[src/rtl/iter_barrel_shifter.sv]
// ---------------------------------------------------------------------------
// iter_barrel_shifter
//
// Multi-cycle barrel shifter/rotator. It works through one log2 stage per
// clock and reuses a single stage datapath instead of building a full mux
// tree. An accepted operation takes SHW cycles in BUSY. The result is then
// held in DONE until the consumer takes it.
//
// Ports:
//   clk        rising-edge clock
//   rst_n      asynchronous active-low reset
//   in_valid   producer offers an operation (din/shamt/lr/al/rot)
//   in_ready   block is IDLE and can accept an operation
//   din        WIDTH-bit operand
//   shamt      shift amount, 0..WIDTH-1 (unsigned)
//   lr         1 = left, 0 = right
//   al         right shifts only: 1 = arithmetic, 0 = logical
//   rot        1 = rotate in direction lr (al ignored)
//   out_valid  dout holds a finished result
//   out_ready  consumer accepts dout
//   dout       result; stays stable while out_valid && !out_ready
//   busy       high while an operation is in flight or waiting in DONE
// ---------------------------------------------------------------------------
module iter_barrel_shifter #(
    parameter int WIDTH = 8
) (
    input  logic                       clk,
    input  logic                       rst_n,
    input  logic                       in_valid,
    output logic                       in_ready,
    input  logic [WIDTH-1:0]           din,
    input  logic [$clog2(WIDTH)-1:0]   shamt,
    input  logic                       lr,
    input  logic                       al,
    input  logic                       rot,
    output logic                       out_valid,
    input  logic                       out_ready,
    output logic [WIDTH-1:0]           dout,
    output logic                       busy
);

    localparam int SHW    = $clog2(WIDTH);
    localparam int LAST_I = SHW - 1;
    localparam int ONE_I  = 1;
    localparam logic [SHW-1:0] LAST_STAGE = LAST_I[SHW-1:0];
    localparam logic [SHW-1:0] STAGE_ONE  = ONE_I[SHW-1:0];

    typedef enum logic [1:0] {
        IDLE = 2'd0,
        BUSY = 2'd1,
        DONE = 2'd2
    } state_t;

    state_t           state_q, state_d;
    logic [WIDTH-1:0] acc_q, acc_d;
    // stage_q only needs log2(SHW) bits. SHW bits is always enough and
    // still works when SHW = 1.
    logic [SHW-1:0]   stage_q, stage_d;
    logic [SHW-1:0]   shamt_q, shamt_d;
    logic             lr_q, lr_d;
    logic             al_q, al_d;
    logic             rot_q, rot_d;

    // For each stage, the accumulator shifted by 2^gi in the captured mode.
    // Only the entry for the current stage is used in any cycle.
    logic [WIDTH-1:0] cand [SHW];
    logic [WIDTH-1:0] shifted;

    generate
        for (genvar gi = 0; gi < SHW; gi++) begin : g_stage
            localparam int K = 1 << gi;   // K <= WIDTH/2, so all slices are valid
            logic [WIDTH-1:0] shl, lsr, asr, rol, ror;
            assign shl = acc_q << K;
            assign lsr = acc_q >> K;
            // The MSB of acc never changes during an arithmetic right shift,
            // so it is always the original sign bit.
            assign asr = {{K{acc_q[WIDTH-1]}}, acc_q[WIDTH-1:K]};
            assign rol = {acc_q[WIDTH-1-K:0], acc_q[WIDTH-1:WIDTH-K]};
            assign ror = {acc_q[K-1:0], acc_q[WIDTH-1:K]};
            assign cand[gi] = rot_q ? (lr_q ? rol : ror)
                            : lr_q  ? shl
                            : al_q  ? asr
                            :         lsr;
        end
    endgenerate

    // Select the stage candidate, or hold when this bit of shamt is clear.
    always_comb begin
        shifted = acc_q;
        for (int i = 0; i < SHW; i++) begin
            if ((stage_q == i[SHW-1:0]) && shamt_q[i]) begin
                shifted = cand[i];
            end
        end
    end

    // State register and datapath flops
    always_ff @(posedge clk or negedge rst_n) begin
        if (!rst_n) begin
            state_q <= IDLE;
            acc_q   <= '0;
            stage_q <= '0;
            shamt_q <= '0;
            lr_q    <= 1'b0;
            al_q    <= 1'b0;
            rot_q   <= 1'b0;
        end else begin
            state_q <= state_d;
            acc_q   <= acc_d;
            stage_q <= stage_d;
            shamt_q <= shamt_d;
            lr_q    <= lr_d;
            al_q    <= al_d;
            rot_q   <= rot_d;
        end
    end

    // Next-state and datapath update
    always_comb begin
        state_d = state_q;
        acc_d   = acc_q;
        stage_d = stage_q;
        shamt_d = shamt_q;
        lr_d    = lr_q;
        al_d    = al_q;
        rot_d   = rot_q;
        case (state_q)
            IDLE: begin
                if (in_valid) begin
                    acc_d   = din;
                    shamt_d = shamt;
                    lr_d    = lr;
                    al_d    = al;
                    rot_d   = rot;
                    stage_d = '0;
                    state_d = BUSY;
                end
            end
            BUSY: begin
                acc_d = shifted;
                if (stage_q == LAST_STAGE) begin
                    stage_d = '0;
                    state_d = DONE;
                end else begin
                    stage_d = stage_q + STAGE_ONE;
                end
            end
            DONE: begin
                if (out_ready) begin
                    state_d = IDLE;
                end
            end
            default: state_d = IDLE;
        endcase
    end

    // Outputs. dout shows acc directly. acc only changes in BUSY or on an
    // accept, so it holds through DONE and after the return to IDLE.
    always_comb begin
        in_ready  = (state_q == IDLE);
        out_valid = (state_q == DONE);
        busy      = (state_q == BUSY) || (state_q == DONE);
        dout      = acc_q;
    end

endmodule

[config.mk]
export PLATFORM = sky130hd
export DESIGN_NAME = iter_barrel_shifter
export DESIGN_NICKNAME = d
export VERILOG_FILES = /design/src/rtl/iter_barrel_shifter.sv
export SDC_FILE = /design/constraint.sdc
export NUM_CORES = 1
export LEC_CHECK = 0
export CAP_MARGIN = 20
export CORE_MARGIN = 4
export CORE_UTILIZATION = 55
export DETAILED_ROUTE_END_ITERATION = 7
export PLACE_DENSITY = 0.85
export SLEW_MARGIN = 20
export SYNTH_ARGS = -nofsm -noshare
export SYNTH_HDL_FRONTEND = slang
export SYNTH_SLANG_ARGS = --single-unit
[constraint.sdc]
create_clock -name clk -period 6 [get_ports clk]
set_input_delay 1.2 -clock clk [delete_from_list [all_inputs] [get_ports clk]]
set_output_delay 1.2 -clock clk [all_outputs]
set_load 0.02 [all_outputs]
==> metrics.md <==
| Metric | Value |
|---|---|
| Max IR drop VDD | `~0.46 mV` |
| Combinational Power Share | `0.615` |
| Endpoints failing setup | `0` |
| Max Freq | `0.347 GHz` |
| Most common cell in the synthesized netlist | `dfrtp_1` |
| Final worst path period need | `between 2 and 3 ns` |
| Critical Path RT | `between 4 and 5 ns` |
| # IOs | `29` |
| Worst path buffer plus inverter count | `2` |
| Min-Delay Path Class | `flop to flop` |
| Final Hold Fails | `0` |
| Top cell type's share of synthesized area | `0.326` |
| WS Path Type | `flop to output pin` |
| PortBufs | `28` |
| Critical path's top delay family | `buffers and inverters` |
| Drt via density | `about 6.7` |
| CP max FO | `5` |
| Number of setup buffers added after CTS | `0` |
| GR Overflow Total | `0` |
| CTS H-Tree Depth | `1` |
| P_leak | `roughly 0.7 nW` |
| CTS tree | `built` |
| Post-synth EDFFs | `0` |
| Sw Pwr | `0.460 mW` |
| Die area | `around 3500 µm²` |
| Final core occ | `0.692` |
| Fin. max-slew vios | `0` |
| Initial antenna violation count | `0` |
| CTS Root Cell | `clkbuf_4` |
| Mapped Cells | `142` |
| Drc violations | `0` |
| Routed len/inst | `about 18 µm` |
| # fillers | `200` |
| Pwr/cell area | `between 500 and 600 nW/µm²` |
| Vias in the first global route | `1219` |
| R2R cell count | `4` |
| GPL Wtd Cong | `0.884` |
| Worst-path cell chain | `inv_1, ha_1, clkdlybuf4s50_1` |
| Die Ht | `between 50 and 60 µm` |
| Internal power | `0.537 mW` |
| Top_reg_cell synth | `dfrtp_1` |
| Largest net degree at the start of global routing | `23` |
| Relative slew slack | `0.398` |
| Synth Register Bits | `19` |
| TritonCTS buffer count | `3` |
| Core area | `between 2000 and 2500 µm²` |
| Setup crit end kind | `output pin` |
| Startpoint types | `flop` |
| Area contributors post-synth | `dfrtp_1 33%, mux2_2 6.2%, o21ai_0 5.2%` |
| Longest Clk Path Bufs | `2` |
| Switching share of power | `0.462` |
| Slowest stage delay, CP | `about 0.63 ns` |
| Mapped cell area | `about 1500 µm²` |
| Final Cycle Share | `0.480` |
| Clock Latency Late Sink | `~0.30 ns` |
| Reg power frac | `0.318` |
| Share of flip-flops with an asynchronous set or reset | `1.00` |
| Fin Setup TNS | `0 ns` |
| Antenna cells | `0` |
| Die X | `~59 µm` |
| Worst Tran Pin Value | `~0.90 ns` |
| CTS Hold Bufs | `0` |
| Global-route wire length before repair | `~5.8 mm` |
| RSZ-0062 raised after global routing | `false` |
| DRT iter0 DRCs | `81` |
| Yosys cell types | `44` |
| Top post-synthesis cells by count | `19 x dfrtp_1, 15 x o21ai_0, 11 x nand2_1, 9 x nor2_1, 8 x mux2_2` |
| Area Overhead vs Synth | `18.6%` |
| Status | `finished, final reports clean` |
| Clock share of power | `0.067` |
| Yosys warnings | `0` |
| # placed instances | `between 150 and 200` |
| Post-DP HPWL | `around 2.5 mm` |
| Clock skew | `0.00500 ns` |
| Fin cells | `roughly 190` |
| Tot GR Track Use | `0.218` |
| Std cell rows | `18` |
| Net Count, Synth | `164` |
| Nets | `187` |
| WHS Path Cells | `1` |
| First drt pass iteration count | `4` |
| CP Depth | `3` |
| Initial Util | `0.583` |
| Avg Inst Size Synth | `roughly 10 µm²` |
| Share of layout cells above drive strength 1 | `0.165` |
| Routed Antenna Nets | `0` |
| Worst Path Arrival | `1.68 ns` |
| CTS resizes | `0` |
| Max capacitance violation total | `0` |
| Slowest CP cell | `clkdlybuf4s50_1` |
| CTS Sinks | `19` |
| Drt total wl | `3.51 mm` |
| Worst-path clk slew | `0.11 ns` |
| Fin Hold WS | `~0.52 ns` |
| Register area share after synthesis | `0.326` |
| Via count | `approximately 1300` |
| Largest area contributor in the netlist | `dfrtp_1` |
[final timing paths]
path / startpoint / endpoint / slack (ns)
max: state_q[1]$_DFFE_PN0P_ / in_ready / 3.12
min: shamt_q[0]$_DFFE_PN0P_ / shamt_q[0]$_DFFE_PN0P_ / 0.52
max reg2reg: stage_q[1]$_DFFE_PN0P_ / dout[2]$_DFFE_PN0P_ / 3.60
min reg2reg: shamt_q[0]$_DFFE_PN0P_ / shamt_q[0]$_DFFE_PN0P_ / 0.52
max in group asynchronous: rst_n / rot_q$_DFFE_PN0P_ / 4.06
min in group asynchronous: rst_n / dout[2]$_DFFE_PN0P_ / 1.39
[routing by layer]
metal / share of wire / GRT usage
met1: 0.41 / 0.290
met2: 0.49 / 0.354
met3: 0.085 / 0.0458
met4: 0.021 / 0.0615
met5: 0 / 0
[power groups by stage]
stage / Sequential [mW] / Combinational, mW / Clock [mW]
final: 0.317 / 0.614 / 0.0665
after CTS: 0.312 / 0.611 / 0.0683
after global routing: 0.330 / 0.665 / 0.0762
after floorplan: 0.282 / 0.485 / 0
after global placement: 0.307 / 0.587 / 0
after detailed placement: 0.316 / 0.608 / 0
[state kept, by name (all words and copies together) (netlist names)]
| register | flops |
|---|---|
| state_q | 2 |
| lr_q | 1 |
| dout | 8 |
| shamt_q | 3 |
| al_q | 1 |
| rot_q | 1 |
| stage_q | 3 |
[cells in the final DEF, fill, tap and decap left out, types with 2 or more instances in the layout]
master / count
o21ai_0: 15
nor2b_1: 4
a22o_1: 3
nor2_1: 9
o31ai_1: 3
o41ai_2: 2
clkdlybuf4s50_1: 28
ha_1: 4
a32o_1: 3
dfrtp_1: 19
a221oi_1: 4
mux4_2: 3
nand2_1: 11
a21oi_1: 2
mux2_2: 8
mux2i_1: 2
nand3b_1: 4
and3_1: 4
nand3_1: 4
clkbuf_4: 3
inv_1: 5
[cell families after synthesis]
kind of cell / count (synthesis) / share of synthesized area
simple gates: 46 / 0.197
compound gates: 43 / 0.234
flops: 19 / 0.326
buf+inv: 16 / 0.0687
mux: 14 / 0.140
fa+ha+maj: 4 / 0.0343
[area by class of cell]
class                      instances  area, µm²  share of cell area
sequential                        19        475               0.275
clock inverter                     1       5.00             0.00289
timing repair buffer              29        288               0.166
clock buffer                       3       22.5              0.0130
inverter                           5       18.8              0.0109
multi-input combinational        107        882               0.510
tap                               30       37.5              0.0217
[through the flow]
| step | area, µm² | setup slack, ns | power (mW) |
|---|---|---|---|
| 6_report | 1730 | 3.12 | 0.997 |
| 3_3_place_gp | 1700 | 3.20 | 0.894 |
| 2_1_floorplan | 1460 | 3.73 | 0.767 |
| 5_1_grt | 1730 | 3.00 | 1.07 |
| 3_5_place_dp | 1700 | 3.14 | 0.924 |
| 4_1_cts | 1730 | 3.10 | 0.991 |
Power figures use the tool's default switching activity.
